--- src/rtl/cpu_pkg.sv ---
// Shared CPU definitions: opcodes, control-word bit positions, fetch state and PC-control payload.
package cpu_pkg;

  localparam int unsigned XLEN   = 32;
  localparam int unsigned OP_W   = 6;
  localparam int unsigned CNT_W  = 8;

  localparam logic [OP_W-1:0] OP_RTYPE = 6'h00;
  localparam logic [OP_W-1:0] OP_J     = 6'h02;
  localparam logic [OP_W-1:0] OP_JAL   = 6'h03;
  localparam logic [OP_W-1:0] OP_BEQ   = 6'h04;
  localparam logic [OP_W-1:0] OP_BNE   = 6'h05;
  localparam logic [OP_W-1:0] OP_LW    = 6'h23;
  localparam logic [OP_W-1:0] OP_SW    = 6'h2B;
  localparam logic [OP_W-1:0] OP_LB    = 6'h20;
  localparam logic [OP_W-1:0] OP_SB    = 6'h28;

  // Control-word bit indices produced by the opcode decoder
  localparam int unsigned CW_PCW      = 0;
  localparam int unsigned CW_PCWC     = 1;
  localparam int unsigned CW_IORD     = 2;
  localparam int unsigned CW_MEMREAD  = 3;
  localparam int unsigned CW_MEMWRITE = 4;
  localparam int unsigned CW_IRWRITE  = 5;
  localparam int unsigned CW_MEMTOREG = 6;
  localparam int unsigned CW_REGDST   = 7;
  localparam int unsigned CW_REGWRITE = 8;
  localparam int unsigned CW_ALUSRCA  = 9;
  localparam int unsigned CW_ALUSRCB  = 10;
  localparam int unsigned CW_ALUOP    = 11;
  localparam int unsigned CW_PC_S     = 12;
  localparam int unsigned CW_MEMBYTE  = 13;
  localparam int unsigned CW_W        = 14;

  typedef enum logic [1:0] {
    FS_BOOT  = 2'd0,
    FS_FETCH = 2'd1,
    FS_HOLD  = 2'd2,
    FS_DRAIN = 2'd3
  } fetch_state_e;

  typedef struct packed {
    logic pc_write;
    logic pc_write_cond;
    logic branch_taken;
    logic flush;
  } pc_ctrl_t;

endpackage

--- src/rtl/inst_fetch_unit_if.sv ---
// Instruction-memory request/acknowledge bus between the fetch unit and memory.
interface inst_fetch_unit_if;
  import cpu_pkg::*;

  logic            imem_req;
  logic [XLEN-1:0] imem_addr;
  logic            imem_ack;
  logic [XLEN-1:0] imem_rdata;

  modport master (output imem_req, output imem_addr, input imem_ack, input imem_rdata);
  modport slave  (input imem_req, input imem_addr, output imem_ack, output imem_rdata);
endinterface

--- src/rtl/inst_fetch_unit_pc_next_calc.sv ---
// Next-PC selection: flush > jump > taken branch > sequential.
module pc_next_calc
  import cpu_pkg::*;
(
  input  logic [25:0]     instr_idx_i,
  input  logic [XLEN-1:0] pc_plus4_i,
  input  pc_ctrl_t        ctrl_i,
  input  logic [XLEN-3:0] flush_word_i,
  output logic [XLEN-1:0] next_pc_c_o
);

  logic [XLEN-1:0] jump_tgt;
  logic [XLEN-1:0] branch_off;
  logic [XLEN-1:0] branch_tgt;

  assign jump_tgt   = {pc_plus4_i[XLEN-1 -: 4], instr_idx_i, 2'b00};
  assign branch_off = {{14{instr_idx_i[15]}}, instr_idx_i[15:0], 2'b00};
  assign branch_tgt = pc_plus4_i + branch_off;

  always_comb begin
    next_pc_c_o = pc_plus4_i;
    if (ctrl_i.flush) begin
      next_pc_c_o = {flush_word_i, 2'b00};
    end else if (ctrl_i.pc_write) begin
      next_pc_c_o = jump_tgt;
    end else if (ctrl_i.pc_write_cond && ctrl_i.branch_taken) begin
      next_pc_c_o = branch_tgt;
    end
  end

endmodule

--- src/rtl/inst_fetch_unit.sv ---
// Fetch front end: owns the PC, fetches over the imem handshake and holds the instruction register.
module inst_fetch_unit
  import cpu_pkg::*;
#(
  parameter logic [31:0] RESET_PC = 32'h0000_0000,
  parameter logic [7:0]  TIMEOUT  = 8'd255
) (
  input  logic                clk,
  input  logic                rst_n,
  inst_fetch_unit_if.master   imem,
  output logic [XLEN-1:0]     ir_o,
  output logic [OP_W-1:0]     op_o,
  output logic                ir_valid,
  output logic [XLEN-1:0]     pc_o,
  output logic [XLEN-1:0]     pc_plus4_o,
  input  logic                advance,
  input  logic                pc_write,
  input  logic                pc_write_cond,
  input  logic                branch_taken,
  input  logic                flush,
  input  logic [XLEN-1:0]     flush_pc,
  output logic                fetch_err
);

  localparam logic [XLEN-1:0] RESET_PC_A = {RESET_PC[XLEN-1:2], 2'b00};

  fetch_state_e     state_q, state_d;
  logic [XLEN-1:0]  pc_q, pc_d;
  logic [XLEN-1:0]  pc4_q, pc4_d;
  logic [XLEN-1:0]  addr_q, addr_d;
  logic [XLEN-1:0]  ir_q, ir_d;
  logic             valid_q, valid_d;
  logic             req_q, req_d;
  logic [CNT_W-1:0] cnt_q, cnt_d;
  logic             err_q, err_d;
  logic             waiting;
  logic [CNT_W:0]   cnt_inc;
  logic [XLEN-1:0]  next_pc_c;
  pc_ctrl_t         ctrl;

  assign ctrl = '{pc_write, pc_write_cond, branch_taken, flush};

  pc_next_calc u_pc_next_calc (
    .instr_idx_i  (ir_q[25:0]),
    .pc_plus4_i   (pc4_q),
    .ctrl_i       (ctrl),
    .flush_word_i (flush_pc[XLEN-1:2]),
    .next_pc_c_o  (next_pc_c)
  );

  assign cnt_inc = {1'b0, cnt_q} + (CNT_W+1)'(1);

  always_ff @(posedge clk or negedge rst_n) begin
    if (!rst_n) begin
      state_q <= FS_BOOT;
      pc_q    <= RESET_PC_A;
      pc4_q   <= RESET_PC_A + XLEN'(4);
      addr_q  <= RESET_PC_A;
      ir_q    <= '0;
      valid_q <= 1'b0;
      req_q   <= 1'b0;
      cnt_q   <= '0;
      err_q   <= 1'b0;
    end else begin
      state_q <= state_d;
      pc_q    <= pc_d;
      pc4_q   <= pc4_d;
      addr_q  <= addr_d;
      ir_q    <= ir_d;
      valid_q <= valid_d;
      req_q   <= req_d;
      cnt_q   <= cnt_d;
      err_q   <= err_d;
    end
  end

  // Every new request restarts the ack timeout; imem_addr only moves when a request starts
  always_comb begin
    state_d = state_q;
    pc_d    = pc_q;
    addr_d  = addr_q;
    ir_d    = ir_q;
    valid_d = valid_q;
    cnt_d   = cnt_q;
    err_d   = err_q;
    waiting = 1'b0;

    case (state_q)
      FS_BOOT: begin
        state_d = FS_FETCH;
        cnt_d   = '0;
      end
      FS_FETCH: begin
        if (flush) begin
          pc_d  = next_pc_c;
          cnt_d = '0;
          if (imem.imem_ack) begin
            addr_d  = next_pc_c;
          end else begin
            state_d = FS_DRAIN;
          end
        end else if (imem.imem_ack) begin
          ir_d    = imem.imem_rdata;
          valid_d = 1'b1;
          state_d = FS_HOLD;
        end else begin
          waiting = 1'b1;
        end
      end
      FS_HOLD: begin
        if (flush || advance) begin
          pc_d    = next_pc_c;
          addr_d  = next_pc_c;
          valid_d = 1'b0;
          cnt_d   = '0;
          state_d = FS_FETCH;
        end
      end
      FS_DRAIN: begin
        if (imem.imem_ack) begin
          addr_d  = pc_q;
          cnt_d   = '0;
          state_d = FS_FETCH;
        end else begin
          waiting = 1'b1;
        end
      end
      default: state_d = FS_BOOT;
    endcase

    if (waiting) begin
      cnt_d = (cnt_q == '1) ? cnt_q : cnt_inc[CNT_W-1:0];
      if ((TIMEOUT != '0) && (cnt_inc == {1'b0, TIMEOUT})) begin
        err_d = 1'b1;
      end
    end

    pc4_d = pc_d + XLEN'(4);
    req_d = (state_d == FS_FETCH) || (state_d == FS_DRAIN);
  end

  assign imem.imem_req  = req_q;
  assign imem.imem_addr = addr_q;
  assign ir_o           = ir_q;
  assign op_o           = ir_q[XLEN-1 -: OP_W];
  assign ir_valid       = valid_q;
  assign pc_o           = pc_q;
  assign pc_plus4_o     = pc4_q;
  assign fetch_err      = err_q;

endmodule
--- src/flat_wrapper.sv ---
// flat-port wrapper written by rule: the top's interface ports become plain ports
module inst_fetch_unit_flat import cpu_pkg::*;
#(
  parameter logic [31:0] RESET_PC = 32'h0000_0000,
  parameter logic [7:0]  TIMEOUT  = 8'd255
)
  (clk, rst_n, ir_o, op_o, ir_valid, pc_o, pc_plus4_o, advance, pc_write, pc_write_cond, branch_taken, flush, flush_pc, fetch_err, imem_imem_req, imem_imem_addr, imem_imem_ack, imem_imem_rdata);
  inst_fetch_unit_if imem_i ();
  input  logic clk;
  input  logic rst_n;
  output logic [XLEN-1:0] ir_o;
  output logic [OP_W-1:0] op_o;
  output logic ir_valid;
  output logic [XLEN-1:0] pc_o;
  output logic [XLEN-1:0] pc_plus4_o;
  input  logic advance;
  input  logic pc_write;
  input  logic pc_write_cond;
  input  logic branch_taken;
  input  logic flush;
  input  logic [XLEN-1:0] flush_pc;
  output logic fetch_err;
  output wire logic [$bits(imem_i.imem_req)-1:0] imem_imem_req;
  output wire logic [$bits(imem_i.imem_addr)-1:0] imem_imem_addr;
  input wire logic [$bits(imem_i.imem_ack)-1:0] imem_imem_ack;
  input wire logic [$bits(imem_i.imem_rdata)-1:0] imem_imem_rdata;
  assign imem_imem_req = imem_i.imem_req;
  assign imem_imem_addr = imem_i.imem_addr;
  assign imem_i.imem_ack = imem_imem_ack;
  assign imem_i.imem_rdata = imem_imem_rdata;
  inst_fetch_unit #(.RESET_PC(RESET_PC), .TIMEOUT(TIMEOUT)) u_core (.clk(clk), .rst_n(rst_n), .imem(imem_i), .ir_o(ir_o), .op_o(op_o), .ir_valid(ir_valid), .pc_o(pc_o), .pc_plus4_o(pc_plus4_o), .advance(advance), .pc_write(pc_write), .pc_write_cond(pc_write_cond), .branch_taken(branch_taken), .flush(flush), .flush_pc(flush_pc), .fetch_err(fetch_err));
endmodule
--- config.mk ---
export PLATFORM = sky130hd
export DESIGN_NAME = inst_fetch_unit_flat
export DESIGN_NICKNAME = d
export VERILOG_FILES = /design/src/rtl/cpu_pkg.sv /design/src/rtl/inst_fetch_unit_if.sv /design/src/rtl/inst_fetch_unit_pc_next_calc.sv /design/src/rtl/inst_fetch_unit.sv /design/src/flat_wrapper.sv
export SDC_FILE = /design/constraint.sdc
export NUM_CORES = 1
export LEC_CHECK = 0
export CAP_MARGIN = 20
export CORE_MARGIN = 4
export CORE_UTILIZATION = 37
export DETAILED_ROUTE_END_ITERATION = 7
export PLACE_DENSITY = 0.59
export SLEW_MARGIN = 20
export SYNTH_ARGS = -nofsm -noshare
export SYNTH_HDL_FRONTEND = slang
export SYNTH_SLANG_ARGS = --single-unit
--- constraint.sdc ---
create_clock -name clk -period 4.9 [get_ports clk]
set_input_delay 0.735 -clock clk [delete_from_list [all_inputs] [get_ports clk]]
set_output_delay 0.735 -clock clk [all_outputs]
set_load 0.05 [all_outputs]
==> results of run 1 <==
==> cells in the final DEF, fill, tap and decap left out, types with 6 or more instances in the layout <==
master,n
ha_1,35
nor2_1,56
xnor2_1,26
mux2_2,37
inv_1,33
and3_1,14
clkdlybuf4s50_1,203
nand2b_1,20
dfrtp_1,137
buf_4,27
and2_1,11
mux2i_1,9
a221o_1,8
a21o_1,12
xor2_1,14
o211ai_1,14
o21ai_0,106
nand3_1,33
o21a_1,15
a211o_1,6
or3_1,6
a31oi_1,18
nand4_1,23
a21oi_1,104
clkbuf_16,17
nor2b_1,8
nand2_1,128
o21ai_1,6
nor3_1,17
==> synthesized netlist by cell type (15+ instances only) <==
master      n
nand3_1    34
dfrtp_1   137
a31oi_1    18
clkbuf_1   29
nor3_1     17
nand4_1    23
xnor2_1    26
nand2_1   128
inv_1      33
buf_2      18
nand2b_1   20
nor2_1     56
o21ai_0   106
ha_1       36
a21oi_1   104
mux2_2     37
o21a_1     15
==> layer usage <==
layer | vias up | global-route usage (%) | share of wire, %
met3 | 65 | 3.58 | 7.2
met4 | 0 | 9.93 | 3.9
met2 | 454 | 40.8 | 48
li1 | 4470 | - | -
met5 | - | 0 | 0
met1 | 4707 | 32.6 | 41
==> worst max-delay path by stage <==
| stage | start | to | depth (start not counted) |
|---|---|---|---|
| after floorplan | u_core.ir_o[15]$_DFFE_PN0P_ | u_core.pc_plus4_o[26]$_DFF_PN0_ | 13 |
| after CTS | u_core.ir_o[15]$_DFFE_PN0P_ | u_core.pc_plus4_o[31]$_DFF_PN0_ | 12 |
| after global routing | u_core.state_q[0]$_DFF_PN0_ | u_core.pc_plus4_o[28]$_DFF_PN0_ | 13 |
| final | u_core.state_q[0]$_DFF_PN0_ | u_core.pc_plus4_o[28]$_DFF_PN0_ | 12 |
| after global placement | pc_write_cond | u_core.pc_plus4_o[28]$_DFF_PN0_ | 12 |
| after detailed placement | pc_write_cond | u_core.pc_plus4_o[28]$_DFF_PN0_ | 12 |
==> power groups by stage <==
stage	clock network [mW]	logic, mW	registers (mW)
6_report	1.28	6.23	2.06
5_1_grt	1.35	6.64	2.11
3_5_place_dp	0	6.16	2.08
2_1_floorplan	0	2.97	3.35
4_1_cts	1.30	6.19	2.06
3_3_place_gp	0	6.15	2.08
==> sequential cells by signal (all words and copies together) (netlist names), named ones only <==
name	cells
u_core.imem.imem_addr	32
u_core.fetch_err	1
u_core.pc_o	30
u_core.cnt_q	8
u_core.state_q	2
u_core.pc_plus4_o	30
u_core.ir_o	32
u_core.ir_valid	1
==> area by class of cell <==
type                            instances  area, µm²  share of cell area (%)
Clock buffer                           18        429                    3.42
Clock inverter                         14        138                    1.10
Inverter                               33        124                   0.986
Multi-Input combinational cell        868       5720                    45.5
Sequential cell                       138       3450                    27.5
Tap cell                              335        419                    3.34
Timing Repair Buffer                  234       2280                    18.2
==> through the flow <==
stage	utilization [%]	cell area [µm²]	setup WS, ns	cells	hold WS [ns]
6_report	48.3	12600	0.782	1640	0.335
3_5_place_dp	46.1	12000	0.604	1607	0.470
4_1_cts	48.2	12500	0.844	1639	0.371
5_1_grt	48.3	12600	0.565	1640	0.388
2_1_floorplan	-	9770	1.14	1117	0.439
3_3_place_gp	46.1	12000	0.641	1607	0.467
==> kinds of logic (layout without fill, tap and decap cells) <==
group | Yosys count | in the layout | share of synthesized area [%]
AO/OA/AOI/OAI | 388 | 388 | 26.4
XOR/XNOR | 41 | 41 | 3.75
adder cells (fa/ha/maj) | 37 | 37 | 4.82
buffers and inverters | 111 | 299 | 6.22
flip-flops | 138 | 138 | 35.4
multiplexers | 47 | 47 | 5.34
AND/OR/NAND/NOR | 355 | 355 | 18.1
==> out/results.ini, run 1 <==
[sta]
slew_viol_final=0
slew-limit-headroom_pct=36.9
fmax_ghz=0.243
finalSetupTns_ns=0
period_share_pct=84.0
worstMarginPinSlew_ns=0.947
hold_violations=0
rsz0062_at_grt=false
clock_skew_ns=0.0111
setup_viol=0
min_period_ns=4.12

[pwr]
p_leak_nw=5.23
seqPwrFrac_pct=21.5
vdd_ir_drop_max_uv=322
power_frac_comb_pct=65.1
p_int_mw=4.38
sw_frac_of_total_pct=54.2
power.total_mw=9.57
powerDensity_nw_per_um2=762
p_sw_mw=5.19
pwr-share-clk_pct=13.4

[placement]
dpl.hpwl_um=28100
place_congestion=0.932
port_buffers=206

[setup_path]
arrival_ns=4.42
reg2regPathDepth=12
crit_required_ns=5.20
path_buf_inv=1
crit_path_max_incr_delay_ns=0.52
worst-path-max-fanout=13
r2r_start=u_core.state_q[0]$_DFF_PN0_
rrSetupSlack_ns=0.78
slowest_stage=ha_1
cpMostUsedCell=ha_1
reg2reg_to=u_core.pc_plus4_o[28]$_DFF_PN0_
start_kind=flip-flop
crit_family=compound AO/OA/AOI/OAI gates
crit_type=reg -> reg
worst_setup_path_end_kind=flip-flop
crit_chain=inv_1, ha_1, o21a_1, o21ai_0, a31oi_1, ha_1, o211ai_1, nand4b_1, nor3_2, and3_1, nand4_1, xnor2_1

[route]
wl_per_cell_um=22.4
antenna_left=0
route.vias.total=9696
wirelength_um=36700
dr.pass1.iters=6
drtIter0Drc=910
avgViaCountPerCell=5.91
drc_errors=0

[logic_synthesis]
syn_area_per_cell_um2=8.75
synth_area_leaders=dfrtp_1 (35%), o21ai_0 (5.4%), a21oi_1 (5.3%)
yosysSeqAreaShare_pct=35.4
yosysUniqueCellTypes=101
yosys_register_bits=138
synth_edf_count=0
yosys.area.top_type_share_pct=35.1
synthArstFlopShare_pct=100
yosys.area.top_type=dfrtp_1
synthFlopType=dfrtp_1
synth.yosys.warnings=0
synth_area_um2=9770
synth_nets=1226
netlist_instances=1117

[run_status]
status=complete, no violations

[clocking]
clk_latency_ns=0.42
cts.clk_slew.worst_paths_ns=0.07
ctsResizeCount=0
cts_tree=yes
cts_htree_levels=4
cts_setup_buffers=0
cts_buffers=17
clock-sinks=138
cts_buffer_depth=2
clockRootBuffer=clkbuf_16
holdBufCountCts=0

[cells_and_area]
antennaDiodeCount=0
syn_to_final_growth_pct=28.6
fill_cells=2517
nNetsFinal=1401
drive_gt1_share_pct=11.3

[global_routing]
grt.overflow.total=0
track_usage_pct=24.7
grt_pass1_vias=9270
antenna_found_initial=0
grt_max_degree=77
grt_pass1_wl_um=54900

[floorplanning]
die_area_um2=29100
ios=209
die_w_um=170
rows=59
coreArea_um2=26000
initial_utilization_pct=37.6
fp.dieH_um=170

[hold_path]
hp-class=in -> async

[flow_run]
maxCapViolations=0

Power figures use the tool's default switching activity.
==> inputs of run 2 (changes only) <==
clock period = 3.82 ns   (was 4.9 ns; I/O delays follow)
==> run 2 against run 1 <==
Power is 35% higher. Cell area is 5.1% higher. Highest routed layer unchanged. Flip-flop and latch count stayed put. First-iteration DRC count is 12% lower. Largest cell class unchanged. Die area stayed put.
==> out/results.ini, run 2 (same netlist as run 1, synthesis figures left out) <==
[cells_and_area]
layout_common_cells=clkdlybuf4s50_1 (203), dfrtp_1 (137), nand2_1 (128), o21ai_0 (105), a21oi_1 (102)
layout_commonest_cell=clkdlybuf4s50_1
fin_area_um2=13200
nNetsFinal=1471
instances_no_fill=1710
seqCellArea_um2=3450
drive_gt1_share_pct=16.4
antennaDiodeCount=0
syn_to_final_growth_pct=35.2
multi_input_area_um2=5750
fill_cells=2522

[setup_path]
worst_setup_path_end_kind=flip-flop
reg2reg_to=u_core.pc_plus4_o[31]$_DFF_PN0_
start_kind=flip-flop
worst-path-max-fanout=11
arrival_ns=3.97
rrSetupSlack_ns=0.14
r2r_start=u_core.ir_o[15]$_DFFE_PN0P_
cp-startpoint=u_core.ir_o[15]$_DFFE_PN0P_
crit_required_ns=4.12
crit_type=reg -> reg
reg2regPathDepth=11
endpoint=u_core.pc_plus4_o[31]$_DFF_PN0_

[floorplanning]
die_area_um2=29100
initial_utilization_pct=37.6
coreArea_um2=26000
rows=59
die_w_um=170
ios=209
fp.dieH_um=170

[pwr]
p_leak_nw=5.64
powerDensity_nw_per_um2=979
power.total_mw=12.9
vdd_ir_drop_max_uv=489

[clocking]
clockRootBuffer=clkbuf_16
clock-sinks=138
cts_htree_levels=4
cts_tree=yes
clk_latency_ns=0.42
cts_buffer_depth=2
cts_buffers=17
cts.clk_slew.worst_paths_ns=0.07

[route]
drc_errors=0
wl_per_cell_um=22.3
avgViaCountPerCell=5.78
drtIter0Drc=803
wirelength_um=38100
dr.pass1.iters=5
route.vias.total=9879
antenna_left=0

[global_routing]
grt.overflow.total=0
antenna_found_initial=0
grt_pass1_wl_um=56800
track_usage_pct=25.5
grt_pass1_vias=9643
grt_max_degree=82

[placement]
port_buffers=206
dpl.cell_count=1674
placed_cell_area_um2=12500
dpl.hpwl_um=29400
place_congestion=0.952

[sta]
hold_violations=0
slew-limit-headroom_pct=38.7
rsz0062_at_grt=true
period_share_pct=96.2
min_period_ns=3.68
slew_viol_final=0
setup_viol=0
clock_skew_ns=0.0105
fmax_ghz=0.272
worstMarginPinSlew_ns=0.920

[run_status]
status=complete, no violations

[hold_path]
hp-class=in -> async

[flow_run]
maxCapViolations=0

## run 2: cell types whose count changed in the layout (fill, tap and decap cells not counted), sizes merged
cell / delta
buf: +70
bufinv: +2
clkinv: -2
## run 2: repair_timing
action,CTS,global route
gates resized for setup,0,9
buffers inserted,0,4
hold buffers,0,0
setup endpoints to repair,0,10
## run 2: critical path: stages (launching register included)
cell and delay [ns]:
dfrtp_1 0.50, buf_4 0.23, ha_1 0.50, a21o_1 0.17, a31oi_1 0.19, o21ai_0 0.26
a31oi_1 0.27, o41ai_4 0.53, o21ai_0 0.26, nor4b_2 0.31, nand4_1 0.17, xnor2_1 0.16
## run 2: final cells by class
cell class	instances	share of cell area [%]
multi-input cells	868	43.5
flip-flops and latches	138	26.2
repair buffers	304	21.5
clock buffers	18	3.32
well taps	335	3.17
clock inverters	14	1.39
inverters	33	0.938
## run 2: metal layers
layer	share of wire, %	wire length (µm)	GRT usage [%]
met5	0	0	0
met4	3.1	1170	8.02
met3	6.5	2480	4.07
met2	49	18900	44.2
met1	41	15600	32.7
## run 2: how the worst min path moves through the flow
stage / slack [ns] / depth (start not counted) / to
5_1_grt: 0.24 / 1 / u_core.cnt_q[2]$_DFFE_PN0P_
3_5_place_dp: 0.46 / 1 / u_core.fetch_err$_DFFE_PN0P_
2_1_floorplan: 0.28 / 0 / async pin
6_report: 0.18 / 1 / u_core.cnt_q[2]$_DFFE_PN0P_
4_1_cts: 0.22 / 1 / u_core.cnt_q[2]$_DFFE_PN0P_
3_3_place_gp: 0.47 / 2 / u_core.imem.imem_addr[23]$_DFFE_PN0P_
## run 2: metrics by stage
step | setup TNS (ns) | util (%) | hold slack [ns] | setup slack (ns)
2_1_floorplan | 0 | - | 0.277 | 0.0638
3_3_place_gp | 0 | 48.2 | 0.466 | 0.0660
3_5_place_dp | 0 | 48.2 | 0.463 | 0.0478
4_1_cts | 0 | 50.6 | 0.216 | 0.102
5_1_grt | -0.00753 | 50.8 | 0.240 | -0.00487
6_report | 0 | 50.8 | 0.178 | 0.144
## run 2: power by group
group | internal (mW) | leakage [nW] | switching (mW)
combinational | 3.06 | 3.59 | 5.48
sequential | 2.02 | 1.76 | 0.571
clock | 1.06 | 0.292 | 0.737
total | 6.15 | 5.64 | 6.79
==> inputs of run 3 (changes only) <==
CAP_MARGIN = unset   (was 20)
==> results of run 3 <==
Final layout, timing and power as in run 2 (identical DEF).
